<file path="src/rtl/csa_pipe_adder.sv">
// csa_pipe_adder: 2-stage pipelined carry-select adder/subtractor.
//   Stage 1 precomputes every BLOCK-bit group's sum/carry for both possible
//   carry-ins. Stage 2 walks the carry-select chain from the real carry-in.
//   Both stages use an elastic valid/ready handshake, so the pipe runs at one
//   beat per cycle when the consumer is always ready.
// Optional build macro: CSA_PIPE_SAT_EN. When defined, a signed overflow
//   makes the result saturate to the signed limit selected by a's sign.
//   When undefined, the result wraps modulo 2^WIDTH.
module csa_pipe_adder #(
  parameter int WIDTH = 16,
  parameter int BLOCK = 4
) (
  input  logic             clk,
  input  logic             rst_n,
  input  logic             in_valid,
  output logic             in_ready,
  input  logic [WIDTH-1:0] a,
  input  logic [WIDTH-1:0] b,
  input  logic             cin,
  input  logic             sub,
  output logic             out_valid,
  input  logic             out_ready,
  output logic [WIDTH-1:0] sum,
  output logic             cout,
  output logic             ovf
);

  localparam int NBLK = WIDTH / BLOCK;

  // Reject parameter sets that cannot be split into whole groups.
  generate
    if (WIDTH % BLOCK != 0) begin : g_bad_split
      $fatal(1, "csa_pipe_adder: WIDTH (%0d) is not a multiple of BLOCK (%0d)",
             WIDTH, BLOCK);
    end
    if (WIDTH < 2 * BLOCK) begin : g_too_narrow
      $fatal(1, "csa_pipe_adder: WIDTH (%0d) must be at least 2*BLOCK (%0d)",
             WIDTH, 2 * BLOCK);
    end
  endgenerate

  // Operand conditioning: subtraction is A + ~B + 1.
  logic [WIDTH-1:0] b_eff;
  logic             c_first;

  assign b_eff   = sub ? ~b : b;
  assign c_first = sub ? 1'b1 : cin;

  // Per-group precompute for both carry-in values.
  logic [NBLK-1:0][BLOCK-1:0] pre_sum0, pre_sum1;
  logic [NBLK-1:0]            pre_cy0, pre_cy1;

  // Stage-1 registers.
  logic                       s1_valid;
  logic [NBLK-1:0][BLOCK-1:0] s1_sum0, s1_sum1;
  logic [NBLK-1:0]            s1_cy0, s1_cy1;
  logic                       s1_cin;
  logic                       s1_a_msb;
  logic                       s1_b_msb;

  // Stage-2 combinational selection.
  logic [NBLK-1:0][BLOCK-1:0] sel_grp;
  logic [WIDTH-1:0]           sel_sum;
  logic                       sel_cout;
  logic                       sel_ovf;
  logic [WIDTH-1:0]           res_sum;
  logic                       chain;

  // Handshake.
  logic s1_load;
  logic s2_load;

  assign s2_load  = s1_valid && (!out_valid || out_ready);
  assign in_ready = !s1_valid || s2_load;
  assign s1_load  = in_valid && in_ready;

  // Conditional sums of every group, once assuming carry-in 0 and once 1.
  always_comb begin
    // NOTE: every output of a combinational block gets a default first, so no
    // path leaves it unassigned and no latch is inferred.
    pre_sum0 = '0;
    pre_sum1 = '0;
    pre_cy0  = '0;
    pre_cy1  = '0;
    for (int k = 0; k < NBLK; k++) begin
      {pre_cy0[k], pre_sum0[k]} = {1'b0, a[k*BLOCK +: BLOCK]}
                                + {1'b0, b_eff[k*BLOCK +: BLOCK]};
      {pre_cy1[k], pre_sum1[k]} = {1'b0, a[k*BLOCK +: BLOCK]}
                                + {1'b0, b_eff[k*BLOCK +: BLOCK]}
                                + {{BLOCK{1'b0}}, 1'b1};
    end
  end

  // Stage-1 register: capture the precomputed groups on an accepted beat.
  always_ff @(posedge clk) begin
    // NOTE: sequential state uses non-blocking assignments only, so every
    // register samples the pre-edge value of every other register.
    if (!rst_n) begin
      s1_valid <= 1'b0;
      s1_sum0  <= '0;
      s1_sum1  <= '0;
      s1_cy0   <= '0;
      s1_cy1   <= '0;
      s1_cin   <= 1'b0;
      s1_a_msb <= 1'b0;
      s1_b_msb <= 1'b0;
    end else begin
      s1_valid <= s1_load || (s1_valid && !s2_load);
      if (s1_load) begin
        s1_sum0  <= pre_sum0;
        s1_sum1  <= pre_sum1;
        s1_cy0   <= pre_cy0;
        s1_cy1   <= pre_cy1;
        s1_cin   <= c_first;
        s1_a_msb <= a[WIDTH-1];
        s1_b_msb <= b_eff[WIDTH-1];
      end
    end
  end

  // Carry-select chain: each group's real carry-in picks the next group.
  always_comb begin
    sel_grp = '0;
    chain   = s1_cin;
    for (int k = 0; k < NBLK; k++) begin
      sel_grp[k] = chain ? s1_sum1[k] : s1_sum0[k];
      chain      = chain ? s1_cy1[k]  : s1_cy0[k];
    end
    sel_cout = chain;
  end

  assign sel_sum = sel_grp;
  assign sel_ovf = (s1_a_msb == s1_b_msb) && (sel_sum[WIDTH-1] != s1_a_msb);

`ifdef CSA_PIPE_SAT_EN
  // Clamp to the signed limit on overflow; the limit follows a's sign.
  always_comb begin
    res_sum = sel_sum;
    if (sel_ovf) begin
      res_sum = s1_a_msb ? {1'b1, {(WIDTH-1){1'b0}}} : {1'b0, {(WIDTH-1){1'b1}}};
    end
  end
`else
  assign res_sum = sel_sum;
`endif

  // Stage-2 register: load a resolved result, hold it while the consumer stalls.
  always_ff @(posedge clk) begin
    if (!rst_n) begin
      out_valid <= 1'b0;
      sum       <= '0;
      cout      <= 1'b0;
      ovf       <= 1'b0;
    end else begin
      out_valid <= s2_load || (out_valid && !out_ready);
      if (s2_load) begin
        sum  <= res_sum;
        cout <= sel_cout;
        ovf  <= sel_ovf;
      end
    end
  end

endmodule

</file>
<file path="config.mk">
export PLATFORM = sky130hd
export DESIGN_NAME = csa_pipe_adder
export DESIGN_NICKNAME = d
export VERILOG_FILES = /design/src/rtl/csa_pipe_adder.sv
export SDC_FILE = /design/constraint.sdc
export NUM_CORES = 1
export LEC_CHECK = 0
export ABC_AREA = 1
export CAP_MARGIN = 5
export CORE_MARGIN = 2
export CORE_UTILIZATION = 48
export DETAILED_ROUTE_END_ITERATION = 8
export PLACE_DENSITY_LB_ADDON = 0.3
export SLEW_MARGIN = 10
export SYNTH_ARGS = -nofsm -noshare
export SYNTH_HDL_FRONTEND = slang
export SYNTH_SLANG_ARGS = --single-unit
</file>
<file path="constraint.sdc">
create_clock -name clk -period 2.6 [get_ports clk]
set_input_delay 0.52 -clock clk [delete_from_list [all_inputs] [get_ports clk]]
set_output_delay 0.52 -clock clk [all_outputs]
set_load 0.005 [all_outputs]
</file>
Word-level counts from Yosys, hierarchy flattened
Index checks and enable logic that the tools add are counted.

storage, ports and cells
  input port bits = 38
  output and inout bits = 20
  register bits after elaboration = 63

operators by class
  bitwise gates (word level) = 1
  mux-type cells = 10
  equal/unequal tests = 2
  reduce and logical (&&, ||, !) cells = 13
  add/sub/neg operators = 8

operators with widths
  cell                   count
  $add A4 B4 Y5          4
  $add A5 B1 Y5 const B  4
  $mux W16               1
  $mux W4                4
  $not A16 Y16           1
  $logic_and A1 B1 Y1    5
  $mux W1                5
  $logic_not A1 Y1       4
  $logic_or A1 B1 Y1     4
  $eq A1 B1 Y1           1
  $ne A1 B1 Y1           1

Logic depth before layout (Yosys ltp)
Gate-level depths: netlist of run 1.

  word-level depth = 6
  mapped depth = 14

Worst setup path after synthesis of run 1
No wires, ideal clock.

  path type = input-to-reg
  start = input sub
  end = register s1_sum1[15] (netlist bit)
  slack = 0.040 ns
  data arrival time = 2.444 ns
  setup time = 0.115 ns
  path buffers = 2
  cell stages on the path = 11
  path through = buf_2 > buf_2 > xor2_1 > ha_1 > inv_1 > fa_1 > xnor2_1 > nand3_1 > xnor2_1 > o21ai_0 > inv_1

between the ends
  longest elaborated chain between the ends = 3

ends and longest elaborated chain
  item                  RTL line  RTL
  start, declared       20        input logic sub,
  $mux W16              46        assign b_eff = sub ? ~b : b;
  $add A4 B4 Y5         89        + {1'b0, b_eff[k*BLOCK +: BLOCK]}
  $add A5 B1 Y5         90        + {{BLOCK{1'b0}}, 1'b1};
  end signal, assigned  111       s1_sum1 <= pre_sum1;
  end, declared         55        logic [NBLK-1:0][BLOCK-1:0] s1_sum0, s1_sum1;

Every way passes these cells.
A chain may end at the register's enable or synchronous reset.

==> metrics.md, run 1 <==
| Metric | Value |
|---|---|
| Vias per cell | 5.10 |
| Avg Synthesized Cell Area | ~7.6 um^2 |
| Via count | 3167 |
| Endpoints failing hold | 0 |
| Pre-CTS worst setup slack | -0.343 ns |
| Sw Pwr | roughly 0.81 mW |
| Die area | 7870 um^2 |
| Pre-antenna DRT Iters | 4 |
| Crit start category | input pin |
| Worst EP required | 2.84 ns |
| Core area | 6870 um^2 |
| Largest net degree at the start of global routing | 60 |
| # port buffers | 57 |
| Int Pwr | 1.88 mW |
| Total congestion overflow | 0 |
| Ranking of synthesized cells by area | dfxtp_1 (37%), ha_1 (7.3%), nand2_1 (6.8%) |
| Vias in the first global route | 3004 |
| Post-synth top area share | between 30% and 40% |
| Worst-skew pair later-pin latency | about 0.34 ns |
| GP Congestion | 0.797 |
| Tcrit/Tclk final | 92.1% |
| Mapped cell area | roughly 3400 um^2 |
| Setup Skew | roughly 0.005 ns |
| Yosys top cell by area | dfxtp_1 |
| Post-synthesis cell count | 456 |
| Chip Height | around 90 um |
| Sw frac | 30.0% |
| Post-route ant nets | 0 |
| Outcome | finished clean |
| Fin worst setup slack | 0.206 ns |
| Row cnt | 30 |
| H-tree levels | 3 |
| CP Class | in -> reg |
| Static leakage power | around 2.1 nW |
| # DRC | 0 |
| Worst slew margin | 56.3% |
| Fmax | 0.418 GHz |
| Worst-path clk slew | 0.06 ns |
| Postcts setup bufs | 0 |
| Number of max-cap violations | 0 |
| Clock Tree Buf Depth | 2 |
| Ant. Diodes | 0 |
| Final wirelength | 7520 um |
| Most numerous cell in the Yosys netlist | dfxtp_1 |
| Critical path endpoint category | flip-flop |
| Fin nets | approximately 600 |
| Fraction of registers with async set/reset | 0% |
| Routed len/inst | 12.1 um |
| CTS tree | built |
| Slew @ Worst Pin | 0.652 ns |
| Netlist cell types | 27 |
| Clock buffer count from CTS | 9 |
| Power Total | 2.69 mW |
| Initial antenna violation count | 0 |
| Power per cell area | 610 nW/um^2 |
| CTS Sinks | 63 |
| Root Driver | clkbuf_8 |
| Post-synth EDFFs | 0 |
| Seq pwr share | 41.7% |
| YS warnings | 0 |
| CP max FO | 2 |
| Final Critical Period | 2.39 ns |
| Syn_nets | 518 |
| Hold Crit Class | reg -> reg |
| Seq cells post-synth | 63 |
| Register area share after synthesis | 36.6% |
| Synth top cells by count | dfxtp_1 (63), nand2_1 (62), inv_1 (60) |
| Die width | 88.7 um |
| Initial DRC count | 155 |
| Setup-failing EPs final | 0 |
| Clock power share | 29.2% |
| CTS Hold Buffers Added | 0 |
| Primary FF master, synth | dfxtp_1 |
| Max VDD drop | 294 uV |
| Fin util | 64.0% |
| Area delta synth->final | 27.6% |
| Layout cell share with drive strength beyond 1 | under 10% |
| Post-DP HPWL | roughly 5300 um |
| Starting Density | about 50% |
| Total GRT Usage | 21.0% |
| IO Pins | 58 |
| Slew Viols, Final | 0 |
| Crit path DAT | 2.63 ns |
| Combinational power share | 29.0% |
| First-pass GRT wire length | 12800 um |
## registers in the layout, summed over array words and instances (netlist names), 4 cells and up
signal and cells:
s1_sum0 16, s1_cy1 4, s1_cy0 4, sum 16, s1_sum1 16
## final timing paths
check | from | to | slack [ns] | depth (start not counted)
worst max register to register | s1_cin$_SDFFE_PN0P_ | sum[13]$_SDFFE_PN0P_ | 1.05 | 9
worst min register to register | s1_sum0[6]$_SDFFE_PN0P_ | s1_sum0[6]$_SDFFE_PN0P_ | 0.46 | 2
worst max-delay path | b[8] | s1_cy1[2]$_SDFFE_PN0P_ | 0.21 | 13
worst min-delay path | s1_sum0[6]$_SDFFE_PN0P_ | s1_sum0[6]$_SDFFE_PN0P_ | 0.46 | 2
## critical path, cell delays in order
cell and delay (ns):
clkdlybuf4s50_1 0.49, xor2_1 0.17, ha_1 0.19, inv_1 0.06, fa_1 0.49, inv_1 0.07
ha_1 0.20, inv_1 0.08, o21ai_0 0.09, nand2_1 0.10, nand2_1 0.05, nand2_1 0.07
nor2_1 0.05
## timing repair
action                     CTS  global route
setup endpoints to repair    1             9
pin swaps                    0             1
resized for setup            1             5
## final cells by class
class	count	area (um^2)
clock buffer	14	183
fill	612	2470
inverter	62	233
multi-input combinational	311	1870
sequential	63	1260
tap	96	120
timing repair buffer	75	733
## routing by layer
metal / up-vias / share of wire, % / track usage, %
li1: 1621 / - / -
met1: 1442 / 43 / 24.3
met2: 84 / 50 / 36.6
met3: 20 / 3.8 / 4.01
met4: 0 / 3.0 / 11.2
met5: - / 0 / 0
## cell usage in the layout, fill, tap and decap left out, types with 14 or more instances in the layout
cell type,instances
buf_4,16
a21oi_1,28
o211ai_1,14
ha_1,20
nand2_1,62
inv_1,60
nand3_1,36
dfxtp_1,63
o21ai_0,41
clkdlybuf4s50_1,56
xor2_1,18
nor2_1,51
## per-stage QoR
step	instances	TNS [ns]	cell area [um^2]	hold slack (ns)
global route	621	-0.0153	4400	0.495
floorplan	456	0	3450	0.425
global placement	607	-4.44	4190	0.436
CTS	621	0	4370	0.456
finish	621	0	4400	0.457
detailed placement	607	-5.22	4190	0.447
## cells by family (layout without fill, tap and decap cells)
logic type	Yosys count	in the layout	share of synthesized area (%)
compound gates	97	97	15.8
xor+xnor	28	28	7.11
fa+ha+maj	24	24	9.58
buf+inv	82	151	9.62
flops	63	63	36.6
simple gates	162	162	21.3
## power by group through the flow
stage | logic, mW | registers [mW] | clock network, mW
after floorplan | 0.499 | 1.13 | 0
after global placement | 0.740 | 1.14 | 0
after detailed placement | 0.760 | 1.14 | 0
after CTS | 0.769 | 1.12 | 0.797
after global routing | 0.883 | 1.13 | 0.852
final | 0.779 | 1.12 | 0.785
Power figures use the tool's default switching activity.
==> inputs of run 2 (changes only) <==
- CAP_MARGIN: 5 -> 30
- GPL_TIMING_DRIVEN: unset -> 0
==> metrics.md, run 2 (synthesized netlist as in run 1, its figures left out) <==
| Metric | Value |
|---|---|
| GP Congestion | approximately 0.9 |
| Crit path DAT | 2.66 ns |
| Met3 WL post-DR | 530 um |
| Worst-path clk slew | 0.07 ns |
| IO Pins | 58 |
| M1 WL | between 3000 and 4000 um |
| Ant. Diodes | 0 |
| Worst slew margin | 56.0% |
| Worst path slowest cell | fa_1 |
| Critical path endpoint category | flip-flop |
| Slew @ Worst Pin | 0.660 ns |
| Most frequent cells in the layout | dfxtp_1 (63), nand2_1 (62), inv_1 (60) |
| Initial antenna violation count | 0 |
| Initial DRC count | 198 |
| Fmax | just over 0.4 GHz |
| Hold slack final | about 0.46 ns |
| Worst EP required | between 2 and 3 ns |
| Worst-skew pair later-pin latency | 0.34 ns |
| Storage element area | roughly 1300 um^2 |
| Die width | 88.7 um |
| CTS Sinks | 63 |
| Fillers | 607 |
| Starting Density | about half |
| Total Negative Setup Slacks | 0 ns |
| # port buffers | 55 |
| Vias per cell | 5.29 |
| Layout cell share with drive strength beyond 1 | 7.98% |
| Clock buffer count from CTS | 9 |
| Total GRT Usage | a little under a quarter |
| Endpoints failing hold | 0 |
| Via count | 3293 |
| Root Driver | clkbuf_8 |
| Post-route insts no fill | between 600 and 700 |
| Core area | 6870 um^2 |
| Final wirelength | 8740 um |
| First-pass GRT wire length | 14100 um |
| Top Registers | s1_sum0: 16 flops, s1_sum1: 16 flops, sum: 16 flops |
| Met2 WL post-DR | 4330 um |
| Fin util | 63.1% |
| Area delta synth->final | 25.8% |
| RSZ-0062 raised after global routing | false |
| Commonest non-fill, non-tap cell in the layout | dfxtp_1 |
| CTS tree | built |
| Tcrit/Tclk final | roughly 93% |
| Setup-failing EPs final | 0 |
| Multi-input gate area | around 1900 um^2 |
| Postcts setup bufs | 0 |
| Total congestion overflow | 0 |
| Vias in the first global route | 3187 |
| Pre-antenna DRT Iters | 5 |
| Static leakage power | 2.02 nW |
| CP Class | in -> reg |
| Final Critical Period | 2.42 ns |
| Critical path's top delay family | adder cells |
| Chip Height | 88.7 um |
| Outcome | finished clean |
| Max VDD drop | 294 uV |
| Max incr delay on CP | roughly 0.5 ns |
| Slew Viols, Final | 0 |
| Setup Skew | around 0.011 ns |
| Clock Tree Buf Depth | 2 |
| Hold Crit Class | reg -> reg |
| Largest net degree at the start of global routing | 11 |
| Post-route ant nets | 0 |
| Post-DP HPWL | 6310 um |
| Power Total | roughly 2.7 mW |
| Buf/Inv on CP | 5 |
| Crit path cell chain | buf_2 > buf_6 > xor2_1 > ha_1 > inv_1 > fa_1 > inv_1 > ha_1 > inv_1 > o21ai_0 > nand2_1 > nand2_1 > nand2_1 > nor2_1 |
| Crit start category | input pin |
| H-tree levels | 3 |
| # DRC | 0 |
| Power per cell area | 629 nW/um^2 |
| Fin nets | 584 |
| CP max FO | 10 |
| Top Metal Used | met4 |
| Routed len/inst | 14.0 um |
| Dpl cells | 607 |
| Die area | 7870 um^2 |
| Row cnt | 30 |
| Number of max-cap violations | 0 |
## run 2: cell count changes in the layout (fill, tap and decap cells not counted), sizes merged
cell / previous run / this run
buf: 18 / 12
clkbuf: 14 / 19
clkinv: 1 / 4
bufinv: 0 / 1
clkdlybuf4s50: 56 / 55
dlymetal6s2s: 1 / 0
## run 2: final cells by class
class	instances	share of cell area [%]
Clock buffer	11	3.49
Inverter	62	5.37
Sequential cell	63	29.1
Tap cell	96	2.77
Buffer	20	2.42
Timing Repair Buffer	55	12.7
Clock inverter	4	1.04
Multi-Input combinational cell	311	43.1
## run 2: metal layers
| layer | up-vias | GRT usage, % |
|---|---|---|
| li1 | 1621 | - |
| met1 | 1533 | 28.3 |
| met2 | 122 | 42.1 |
| met3 | 17 | 4.20 |
| met4 | 0 | 8.13 |
| met5 | - | 0 |
## run 2: repair_timing
item / 4_1_cts / 5_1_grt
hold buffers: 0 / 0
setup endpoints to repair: 1 / 3
hold endpoints to repair: 0 / 0
resized for setup: 1 / 3
## run 2: worst reg2reg max path: stages, from the launching register on
cell and delay (ns):
dfxtp_1 0.32, nand2_1 0.08, nand2_1 0.14, inv_1 0.21
clkbuf_1 0.54, a31oi_1 0.16
## run 2: worst paths after layout
path / from / endpoint / slack [ns] / cells after the start
setup reg to reg: out_valid$_SDFF_PN0_ / sum[0]$_SDFFE_PN0P_ / 0.99 / 5
setup / recovery: sub / s1_cy1[2]$_SDFFE_PN0P_ / 0.18 / 14
hold / removal: s1_sum0[6]$_SDFFE_PN0P_ / s1_sum0[6]$_SDFFE_PN0P_ / 0.46 / 2
hold reg to reg: s1_sum0[6]$_SDFFE_PN0P_ / s1_sum0[6]$_SDFFE_PN0P_ / 0.46 / 2
## run 2: stage by stage
stage	area (um^2)	setup WS [ns]
final	4340	0.178
after global routing	4340	0.0148
after CTS	4320	0.0819
after detailed placement	4120	-0.350
after global placement	4120	-0.281
after floorplan	3450	0.0403
## run 2: where the power goes
part,internal [mW],switching [mW]
clock network,0.485,0.368
logic,0.329,0.423
registers,1.07,0.0566
